File: src/rtl/divider_pkg.sv
// -----------------------------------------------------------------------------
// divider_pkg
// Shared definitions for the restoring divider: the control state encoding and
// the default operand width.
// -----------------------------------------------------------------------------
package divider_pkg;

    localparam int DIV_WIDTH_DEFAULT = 4;

    typedef enum logic [1:0] {
        ST_IDLE = 2'd0,
        ST_RUN  = 2'd1,
        ST_FIX  = 2'd2,
        ST_DONE = 2'd3
    } div_state_t;

endpackage

File: src/rtl/restoring_divider_div_step.sv
// -----------------------------------------------------------------------------
// div_step
// One combinational restoring-division iteration: shift the next dividend bit
// into the partial remainder, trial-subtract the divisor, keep the difference
// if it did not go negative (otherwise restore), and shift the resulting
// quotient bit into the low end of the working register.
//
// Ports
//   rem_i   [W:0]    partial remainder before the step
//   work_i  [2W-1:0] remaining dividend bits (high) / quotient bits (low)
//   dvs_i   [W-1:0]  divisor magnitude
//   rem_o   [W:0]    partial remainder after the step
//   work_o  [2W-1:0] working register after the step
// -----------------------------------------------------------------------------
module div_step
    import divider_pkg::*;
#(
    parameter int WIDTH = DIV_WIDTH_DEFAULT
) (
    input  logic [WIDTH:0]       rem_i,
    input  logic [2*WIDTH-1:0]   work_i,
    input  logic [WIDTH-1:0]     dvs_i,
    output logic [WIDTH:0]       rem_o,
    output logic [2*WIDTH-1:0]   work_o
);

    logic [WIDTH:0] rem_sh;
    logic [WIDTH:0] trial;
    logic           fits;

    always_comb begin
        // The remainder entering a step is always below the divisor, so the
        // shifted value fits in W+1 bits; the full-width compare decides.
        rem_sh = {rem_i[WIDTH-1:0], work_i[2*WIDTH-1]};
        trial  = rem_sh - {1'b0, dvs_i};
        fits   = ({rem_i, work_i[2*WIDTH-1]} >= {2'b00, dvs_i});
        rem_o  = fits ? trial : rem_sh;
        work_o = {work_i[2*WIDTH-2:0], fits};
    end

endmodule

File: src/rtl/restoring_divider.sv
// -----------------------------------------------------------------------------
// restoring_divider
// Multi-cycle restoring divider: 2W-bit dividend / W-bit divisor giving a W-bit
// quotient and remainder. One shift-subtract iteration per clock in RUN, then
// a FIX cycle that applies sign correction and the range check.
//
// Build option
//   RESTORING_DIVIDER_SIGNED_EN : operands/results are two's complement
//   (quotient truncates toward zero, remainder takes the dividend's sign).
//   Undefined (default): all unsigned.
//
// Ports
//   clk          rising-edge clock
//   reset_n      synchronous active-low reset
//   start        request, sampled in IDLE or DONE only
//   dividend     [2W-1:0] numerator, captured on accepted start
//   divisor      [W-1:0]  denominator, captured on accepted start
//   quotient     [W-1:0]  registered result
//   remainder    [W-1:0]  registered result
//   finished     high in DONE until the next accepted start or reset
//   busy         high in RUN and FIX
//   overflow     quotient not representable in W bits (results forced to 0)
//   div_by_zero  divisor was zero (results forced to 0)
// -----------------------------------------------------------------------------
module restoring_divider
    import divider_pkg::*;
#(
    parameter int WIDTH = DIV_WIDTH_DEFAULT
) (
    input  logic                 clk,
    input  logic                 reset_n,
    input  logic                 start,
    input  logic [2*WIDTH-1:0]   dividend,
    input  logic [WIDTH-1:0]     divisor,
    output logic [WIDTH-1:0]     quotient,
    output logic [WIDTH-1:0]     remainder,
    output logic                 finished,
    output logic                 busy,
    output logic                 overflow,
    output logic                 div_by_zero
);

    localparam int              DW    = 2 * WIDTH;
    localparam int              CNT_W = $clog2(DW + 1);
    localparam logic [CNT_W-1:0] ITER = CNT_W'(DW);

`ifdef RESTORING_DIVIDER_SIGNED_EN
    localparam logic [DW-1:0] Q_POS_LIM = DW'((1 << (WIDTH - 1)) - 1);
    localparam logic [DW-1:0] Q_NEG_LIM = DW'(1 << (WIDTH - 1));

    // Negative quotients may reach one further magnitude than positive ones.
    function automatic logic q_overflow(input logic [DW-1:0] mag, input logic neg);
        return neg ? (mag > Q_NEG_LIM) : (mag > Q_POS_LIM);
    endfunction

    function automatic logic [WIDTH-1:0] apply_sign(input logic [WIDTH-1:0] mag,
                                                    input logic neg);
        return neg ? -mag : mag;
    endfunction
`else
    function automatic logic q_overflow(input logic [DW-WIDTH-1:0] hi);
        return |hi;
    endfunction
`endif

    div_state_t        state_q, state_d;
    logic [CNT_W-1:0]  cnt_q, cnt_d;
    logic [DW-1:0]     work_q, work_d;
    logic [WIDTH:0]    prem_q, prem_d;
    logic [WIDTH-1:0]  dvs_q, dvs_d;
    logic [WIDTH-1:0]  quo_q, quo_d;
    logic [WIDTH-1:0]  rem_q, rem_d;
    logic              fin_q, fin_d;
    logic              ovf_q, ovf_d;
    logic              dbz_q, dbz_d;
`ifdef RESTORING_DIVIDER_SIGNED_EN
    logic              neg_q_q, neg_q_d;
    logic              neg_r_q, neg_r_d;
`endif

    logic [DW-1:0]     dvd_mag;
    logic [WIDTH-1:0]  dvs_mag;
    logic [WIDTH:0]    step_rem;
    logic [DW-1:0]     step_work;

`ifdef RESTORING_DIVIDER_SIGNED_EN
    assign dvd_mag = dividend[DW-1]   ? -dividend : dividend;
    assign dvs_mag = divisor[WIDTH-1] ? -divisor  : divisor;
`else
    assign dvd_mag = dividend;
    assign dvs_mag = divisor;
`endif

    div_step #(.WIDTH(WIDTH)) u_step (
        .rem_i  (prem_q),
        .work_i (work_q),
        .dvs_i  (dvs_q),
        .rem_o  (step_rem),
        .work_o (step_work)
    );

    always_comb begin
        state_d = state_q;
        cnt_d   = cnt_q;
        work_d  = work_q;
        prem_d  = prem_q;
        dvs_d   = dvs_q;
        quo_d   = quo_q;
        rem_d   = rem_q;
        fin_d   = fin_q;
        ovf_d   = ovf_q;
        dbz_d   = dbz_q;
`ifdef RESTORING_DIVIDER_SIGNED_EN
        neg_q_d = neg_q_q;
        neg_r_d = neg_r_q;
`endif

        unique case (state_q)
            ST_IDLE, ST_DONE: begin
                if (start) begin
                    fin_d  = 1'b0;
                    ovf_d  = 1'b0;
                    dbz_d  = 1'b0;
                    work_d = dvd_mag;
                    prem_d = '0;
                    dvs_d  = dvs_mag;
                    cnt_d  = ITER;
`ifdef RESTORING_DIVIDER_SIGNED_EN
                    neg_q_d = dividend[DW-1] ^ divisor[WIDTH-1];
                    neg_r_d = dividend[DW-1];
`endif
                    if (divisor == '0) begin
                        // Zero divisor short-circuits straight to DONE.
                        state_d = ST_DONE;
                        dbz_d   = 1'b1;
                        fin_d   = 1'b1;
                        quo_d   = '0;
                        rem_d   = '0;
                    end else begin
                        state_d = ST_RUN;
                    end
                end
            end
            ST_RUN: begin
                if (cnt_q != '0) begin
                    work_d = step_work;
                    prem_d = step_rem;
                    cnt_d  = cnt_q - CNT_W'(1);
                end else begin
                    state_d = ST_FIX;
                end
            end
            ST_FIX: begin
                state_d = ST_DONE;
                fin_d   = 1'b1;
`ifdef RESTORING_DIVIDER_SIGNED_EN
                ovf_d = q_overflow(work_q, neg_q_q);
                quo_d = apply_sign(work_q[WIDTH-1:0], neg_q_q);
                rem_d = apply_sign(prem_q[WIDTH-1:0], neg_r_q);
`else
                ovf_d = q_overflow(work_q[DW-1:WIDTH]);
                quo_d = work_q[WIDTH-1:0];
                rem_d = prem_q[WIDTH-1:0];
`endif
                if (ovf_d) begin
                    quo_d = '0;
                    rem_d = '0;
                end
            end
            default: state_d = ST_IDLE;
        endcase
    end

    // Control and visible results: reset clears everything observable, so an
    // aborted operation never exposes partial state.
    always_ff @(posedge clk) begin
        if (!reset_n) begin
            state_q <= ST_IDLE;
            cnt_q   <= '0;
            quo_q   <= '0;
            rem_q   <= '0;
            fin_q   <= 1'b0;
            ovf_q   <= 1'b0;
            dbz_q   <= 1'b0;
        end else begin
            state_q <= state_d;
            cnt_q   <= cnt_d;
            quo_q   <= quo_d;
            rem_q   <= rem_d;
            fin_q   <= fin_d;
            ovf_q   <= ovf_d;
            dbz_q   <= dbz_d;
        end
    end

    // Working datapath: always reloaded on an accepted start before use.
    always_ff @(posedge clk) begin
        work_q  <= work_d;
        prem_q  <= prem_d;
        dvs_q   <= dvs_d;
`ifdef RESTORING_DIVIDER_SIGNED_EN
        neg_q_q <= neg_q_d;
        neg_r_q <= neg_r_d;
`endif
    end

    assign quotient    = quo_q;
    assign remainder   = rem_q;
    assign finished    = fin_q;
    assign overflow    = ovf_q;
    assign div_by_zero = dbz_q;
    assign busy        = (state_q == ST_RUN) || (state_q == ST_FIX);

endmodule

File: config.mk
export PLATFORM = sky130hd
export DESIGN_NAME = restoring_divider
export DESIGN_NICKNAME = d
export VERILOG_FILES = /design/src/rtl/divider_pkg.sv /design/src/rtl/restoring_divider_div_step.sv /design/src/rtl/restoring_divider.sv
export SDC_FILE = /design/constraint.sdc
export NUM_CORES = 1
export LEC_CHECK = 0
export CORE_ASPECT_RATIO = 0.9
export CORE_MARGIN = 4
export CORE_UTILIZATION = 40
export CTS_CLUSTER_DIAMETER = 150
export DETAILED_ROUTE_END_ITERATION = 16
export GPL_TIMING_DRIVEN = 0
export PLACE_DENSITY_LB_ADDON = 0.25
export SETUP_SLACK_MARGIN = 0.3
export SLEW_MARGIN = 20
export SYNTH_ARGS = -nofsm -noshare
export SYNTH_HDL_FRONTEND = slang
export SYNTH_SLANG_ARGS = --single-unit
File: constraint.sdc
create_clock -name clk -period 2.1 [get_ports clk]
set_clock_uncertainty 0.05 [all_clocks]
set_input_delay 0.42 -clock clk [delete_from_list [all_inputs] [get_ports clk]]
set_output_delay 0.42 -clock clk [all_outputs]
set_load 0.03 [all_outputs]
[Yosys cells after proc, flatten, opt, wreduce, memory -nomap -nowiden]
Index checks and enable logic that the tools add are counted.
Word-level totals
  register bits after elaboration: 34
  input port bits: 15
  output and inout bits: 12
Operators by class
  add/sub/neg operators: 2
  magnitude comparators: 1
  equality and inequality tests: 7
  multiplexer cells: 25
  reduce and logical (&&, ||, !) cells: 13
Operators by type and width (count)
  two-way mux 4 bit: 6
  case mux 4 bit (2 select lines): 3
  two-way mux 8 bit: 2
  case mux 8 bit (2 select lines): 1
  two-way mux 5 bit: 3
  case mux 5 bit (2 select lines): 1
  != test 2 bit, second input constant: 4
  greater-or-equal comparator 6 x 4 -> 1 bit: 1
  two-way mux 2 bit: 3
  case mux 2 bit (3 select lines): 1
  AND reduction 2 bit: 3
  AND reduction 3 bit: 2
  subtractor 5 x 4 -> 5 bit: 1
  equality test 2 bit, second input constant: 2
  zero test 4 bit: 1
  case mux 1 bit (2 select lines): 2
  nonzero test 2 bit: 2
  nonzero test 4 bit: 1
  OR reduction 4 bit: 1
  subtractor 4 x 1 -> 4 bit, second input constant: 1
  two-way mux 1 bit: 3
  equality test 2 x 1 -> 1 bit, second input constant: 1
  zero test 2 bit: 1
  OR reduction 2 bit: 1
  logical OR 1 bit: 1

[Depth between registers and ports, before layout]
Gate-level depths: netlist of the first run.
  word-level depth: 4
  depth in mapped cells: 7
  depth with buffers taken out: 7

[Hierarchy]
From an unflattened synthesis of the first run, not the netlist that was laid out.
Unflattened totals
  cell total of the unflattened synthesis: 164
  area total of the unflattened synthesis: 1821.7 um^2
Modules (own cells, without submodules)
  restoring_divider: instances 1, cells an instance 127, area each 1527.7 um^2
  div_step: instances 1, cells an instance 37, area each 294.0 um^2

[Worst setup path before layout of the first run]
OpenSTA, ideal clock, no wires.
  path type: register to register
  start point: register work_q[7]
  end point: register prem_q[0] (data pin)
  library setup time: 262 ps
  arrival time: 1791 ps
  required time: 1788 ps
  slack: -3 ps
  stages on the path, launching flop included: 7
  path buffers: 0
  cell sequence: edfxtp_1 -> inv_1 -> ha_1 -> inv_1 -> fa_1 -> a221o_1 -> o311a_2
On the way
  word-level cells in the longest chain between the ends: 4
Ends and longest elaborated chain
  start: declaration: RTL line restoring_divider.sv:68  | logic [DW-1:0] work_q, work_d;
  start signal: assignment: RTL line restoring_divider.sv:198  | work_q <= work_d;
  subtractor 5 x 4 -> 5 bit / greater-or-equal comparator 6 x 4 -> 1 bit (equally long branches): RTL line restoring_divider_div_step.sv:35, restoring_divider_div_step.sv:36
  two-way mux 5 bit *: RTL line restoring_divider_div_step.sv:37  | rem_o = fits ? trial : rem_sh;
  two-way mux 5 bit *: RTL line restoring_divider.sv:145  | if (cnt_q != '0) begin
  case mux 5 bit (2 select lines) *: RTL line restoring_divider.sv:118  | unique case (state_q)
  end signal: assignment: RTL line restoring_divider.sv:199  | prem_q <= prem_d;
  end: declaration: RTL line restoring_divider.sv:69  | logic [WIDTH:0] prem_q, prem_d;
Mark *: on every way between the ends. The rest lies on a longest branch, timed or not. The select of a mux whose other input is x is not followed.
A chain may end at the register's enable or synchronous reset.

[Worst setup path in the final report of the first run]
  start point: register prem_q[1]
  end point: register prem_q[0] (data pin)
On the way
  word-level cells in the longest chain between the ends: 4
Ends and longest elaborated chain
  greater-or-equal comparator 6 x 4 -> 1 bit: RTL line restoring_divider_div_step.sv:36  | fits = ({rem_i, work_i[2*WIDTH-1]} >= {2'b00, dvs_i});
  two-way mux 5 bit: RTL line restoring_divider_div_step.sv:37
  two-way mux 5 bit: RTL line restoring_divider.sv:145
  case mux 5 bit (2 select lines): RTL line restoring_divider.sv:118
Every way passes these cells. The select of a mux whose other input is x is not followed.

==> results of run 1 <==
## timing repair
item,CTS,global route
endpoints found under the setup margin,35,33
buffers inserted,4,7
pin swaps,10,8
cloned,2,0
gates resized for setup,27,27
## cell usage after synthesis, drive strengths merged (2+ instances only)
library cell and number:
a21boi 9, a21oi 9, and2 5, buf 3, clkbuf 2, dfxtp 17
edfxtp 17, ha 9, inv 13, mux2 7, mux2i 3, nand2 14
nand3 9, nor2 3, nor2b 2, nor3 2, nor3b 2, o21ai 8
o221a 2, or3 2
## worst max-delay path, cell delays in order, from the launching register on
cell and delay [ns]:
edfxtp_1 0.44, ha_1 0.39, and2_4 0.18, a221o_1 0.41, o311a_2 0.40
## area by class of cell
cell class / count / share of cell area (%)
multi-input combinational: 107 / 38.3
sequential: 34 / 34.6
timing repair buffer: 37 / 15.4
clock buffer: 6 / 3.35
clock inverter: 2 / 2.43
tap: 48 / 2.43
inverter: 13 / 2.13
buffer: 5 / 1.42
## through the flow
step	setup TNS [ns]	utilization [%]
after floorplan	0	-
after global placement	-0.0289	49.5
after detailed placement	-0.303	49.5
after CTS	-0.0795	56.3
after global routing	-0.242	60.2
final	-0.0325	60.2
## flip-flops by register name, summed over array words and instances, names as in the netlist
signal / flops
quotient: 4
state_q: 2
div_by_zero: 1
prem_q: 5
remainder: 4
dvs_q: 4
cnt_q: 4
overflow: 1
finished: 1
work_q: 8
## final timing paths
kind                     start           end  slack, ns  cells past startpoint
hold / removal      divisor[0]      dvs_q[0]       0.30                      1
setup / recovery     prem_q[1]     prem_q[0]      -0.02                      4
setup reg to reg     prem_q[1]     prem_q[0]      -0.02                      4
hold reg to reg   remainder[1]  remainder[1]       0.40                      2
## cell families (layout without fill, tap and decap cells)
kind of cell	Yosys count	in the layout	synth area share, %
AO/OA/AOI/OAI	38	40	16.6
XOR/XNOR	2	2	1.03
adder cells (fa/ha/maj)	10	10	7.79
buffers and inverters	18	63	4.11
flip-flops	34	34	50.0
multiplexers	10	10	6.39
AND/OR/NAND/NOR	45	45	14.1
## report_power, final
part	switching (uW)	internal, uW	total (uW)
Combinational	1140	1080	2220
Clock	237	506	744
Sequential	181	1030	1210
## per-layer routing
metal,track usage [%],routed length (um)
met1,16.6,1600
met2,24.9,1970
met3,4.77,195
met4,5.03,82
met5,0,0
==> results.cfg, run 1 <==
[run_status]
outcome = finished with violations
violations = setup timing

[worst_hold_path]
min-delay-path-class = input port to flop

[cells_and_area]
syn2layout_area_growth_pct = 45.0
final_layout_size_suffix_gt1_share_pct = 32.4
layout_common_cells = 17 x edfxtp_1, 17 x clkdlybuf4s50_1, 15 x dfxtp_1
design_area_um2 = 2470
nFillCells = 323
diodes = 0
instances_no_fill = 252
regArea_um2 = 853
multi_input_area_um2 = 945
fin_nets = 228

[placement]
dp_slack_ns = -0.0508
gp_congestion = 0.912
place_area_um2 = 2030
hpwl_um = 2650
port_buffers = 26
dp_cells = 231

[timing]
holdWs_ns = 0.304
max_freq_mhz = 472
slew_viol_final = 0
final-hold-violation-count = 0
setup_violations = 2
post-route-period-util_pct = 101
fin_crit_ns = 2.12
rsz0062_at_grt = true
worstMarginPinSlew_ns = 0.452
slew_headroom_pct = 69.8
setup_ws_ns = -0.0203

[floorplan]
start_util_pct = 41.5
ios = 27
die_w_um = 76.8
fp-row-count = 22
die_area_um2 = 5370
coreArea_um2 = 4100
die_h_um = 69.9

[route]
drc = 0
viasPerCell = 5.40
wl_um = 3850
vias = 1360
route.antenna.remaining_nets = 0
firstDrtPassIters = 4
drtIter0Drc = 48
wl_per_cell_um = 15.3

[setup_path]
crit_path_end_kind = flop
worst_ep_required_time_ns = 2.09
critical_path.max_fanout = 7
arrival_ns = 2.11
critPathKind = flop to flop
start_kind = flop

[global_route]
grt_util_all_layers_pct = 14.4
antenna_found_initial = 0
grt_overflow = 0
first_global_vias = 1295
grt_start_max_net_pins = 12
grt_pass1_wl_um = 6070

[clock_tree]
cts_buffers = 5
cts_sinks = 34
clk_latency_ns = 0.28
ctsHtreeMaxLevel = 2
ctsRootBufferMaster = clkbuf_8
path_clk_slew_ns = 0.07
cts_buffer_depth = 2
cts_tree = yes
ctsHoldBuffers = 0

[synthesis]
ys_seq_area_share_pct = 50.0
synthFlopType = edfxtp_1
synth_enable_flop_cells = 17
syn_nets = 182
async_reset_ff_share_pct = 0
yosys_warnings = 0
synth_cell_type_count = 44
avgSynthCellArea_um2 = 10.8
yosysTopAreaCellShare_pct = 30.0
synth_area_leader_cell = edfxtp_1
synth_area_um2 = 1700
synthTopCellsByArea = edfxtp_1 30%, dfxtp_1 20%, ha_1 6.6%
synth_seq_cells = 34
syn_inst = 157

[flow_run]
maxCapViolations = 0

[power]
leakage_uw = 0.000997
total_power_uw = 4180
vdd_drop_max_mv = 0.775
cellPowerDensity_nw_per_um2 = 1690
Note: power is estimated with default switching activity, not from simulation.
==> inputs of run 2 (changes only) <==
Settings changed: CORE_UTILIZATION 40 to 47.
==> results.cfg, run 2 (synthesis results as in run 1) <==
[clock_tree]
ctsRootBufferMaster = clkbuf_8
cts_sinks = 34
ctsHtreeMaxLevel = 2
cts_buffers = 5
clk_latency_ns = 0.28
cts_buffer_depth = 2
path_clk_slew_ns = 0.07
cts_tree = yes

[floorplan]
ios = 27
coreArea_um2 = 3430
die_h_um = 65.1
die_area_um2 = 4650
die_w_um = 71.5
start_util_pct = 49.7
fp-row-count = 20

[timing]
rsz0062_at_grt = true
slew_viol_final = 0
setup_violations = 3
holdWs_ns = 0.325
setup_ws_ns = -0.0336
post-route-period-util_pct = 102
fin_crit_ns = 2.13
max_freq_mhz = 469
worstMarginPinSlew_ns = 0.611
final-hold-violation-count = 0
slew_headroom_pct = 59.0

[flow_run]
maxCapViolations = 0

[cells_and_area]
diodes = 0
regArea_um2 = 852
final_layout_size_suffix_gt1_share_pct = 28.7
fin_nets = 226
multi_input_area_um2 = 930
top_register = work_q
largest_register_ffs = 8
top_regs = work_q (8), prem_q (5)
layout_commonest_cell = edfxtp_1
nFillCells = 252
layout_common_cells = 17 x edfxtp_1, 16 x dfxtp_1, 15 x clkdlybuf4s50_1
design_area_um2 = 2390
syn2layout_area_growth_pct = 40.5

[route]
firstDrtPassIters = 5
viasPerCell = 5.69
vias = 1399
drc = 0
drtIter0Drc = 112
wl_per_cell_um = 16.9
route.antenna.remaining_nets = 0
wl_um = 4170

[placement]
dp_slack_ns = -0.0343
port_buffers = 26
gp_congestion = 0.828
place_area_um2 = 2030
hpwl_um = 2750

[global_route]
grt_util_all_layers_pct = 18.6
grt_overflow = 0
first_global_vias = 1426
grt_pass1_wl_um = 6640
antenna_found_initial = 0
grt_start_max_net_pins = 12

[power]
total_power_uw = 4070
vdd_drop_max_mv = 1.09
leakage_uw = 0.00101
cellPowerDensity_nw_per_um2 = 1700

[run_status]
outcome = finished with violations
violations = setup timing

[setup_path]
critical_path.max_fanout = 5
critPathKind = flop to flop
crit_path_end_kind = flop
arrival_ns = 2.23
worst_ep_required_time_ns = 2.20
start_kind = flop

[worst_hold_path]
min-delay-path-class = input port to flop
## run 2: critical path, stage by stage, from the launching register on
cell      delay [ns]
edfxtp_1        0.41
inv_1           0.08
ha_2            0.18
inv_2           0.04
fa_2            0.33
a221o_1         0.39
or3_4           0.40
a21oi_2         0.12
## run 2: layout make-up
| type | count | share of cell area [%] |
|---|---|---|
| flip-flops and latches | 34 | 35.6 |
| clock inverters | 1 | 1.26 |
| inverters | 13 | 2.04 |
| multi-input cells | 106 | 38.9 |
| well taps | 44 | 2.30 |
| clock buffers | 7 | 3.61 |
| plain buffers | 5 | 1.36 |
| repair buffers | 36 | 15.0 |
## run 2: repair_timing
action                     4_1_cts  5_1_grt
hold buffers                     0        0
buffers inserted                 8        2
cloned                           1        0
resized for setup               24       28
setup endpoints to repair       35       40
pin swaps                        2        9
## run 2: power by group
group	leakage, uW	internal [uW]	switching [uW]
logic	0.000647	1050	1180
clock network	0.0000585	387	237
registers	0.000302	1030	192
## run 2: layer usage
layer	wire (um)	global-route usage, %
met1	1630	20.8
met2	2250	33.3
met3	188	5.50
met4	92	6.81
met5	0	0
## run 2: stage by stage
step | TNS (ns) | instances | utilization, %
floorplan | 0 | 157 | -
global placement | 0 | 227 | 59.1
detailed placement | -0.161 | 227 | 59.1
CTS | -0.00356 | 244 | 66.4
global route | -0.351 | 246 | 69.8
finish | -0.0535 | 246 | 69.8
## run 2: worst paths after layout
check / startpoint / end / slack, ns / cells past startpoint
max: work_q[7] / prem_q[4] / -0.03 / 7
min: divisor[3] / dvs_q[3] / 0.32 / 1
max reg2reg: work_q[7] / prem_q[4] / -0.03 / 7
min reg2reg: quotient[3] / quotient[3] / 0.40 / 2
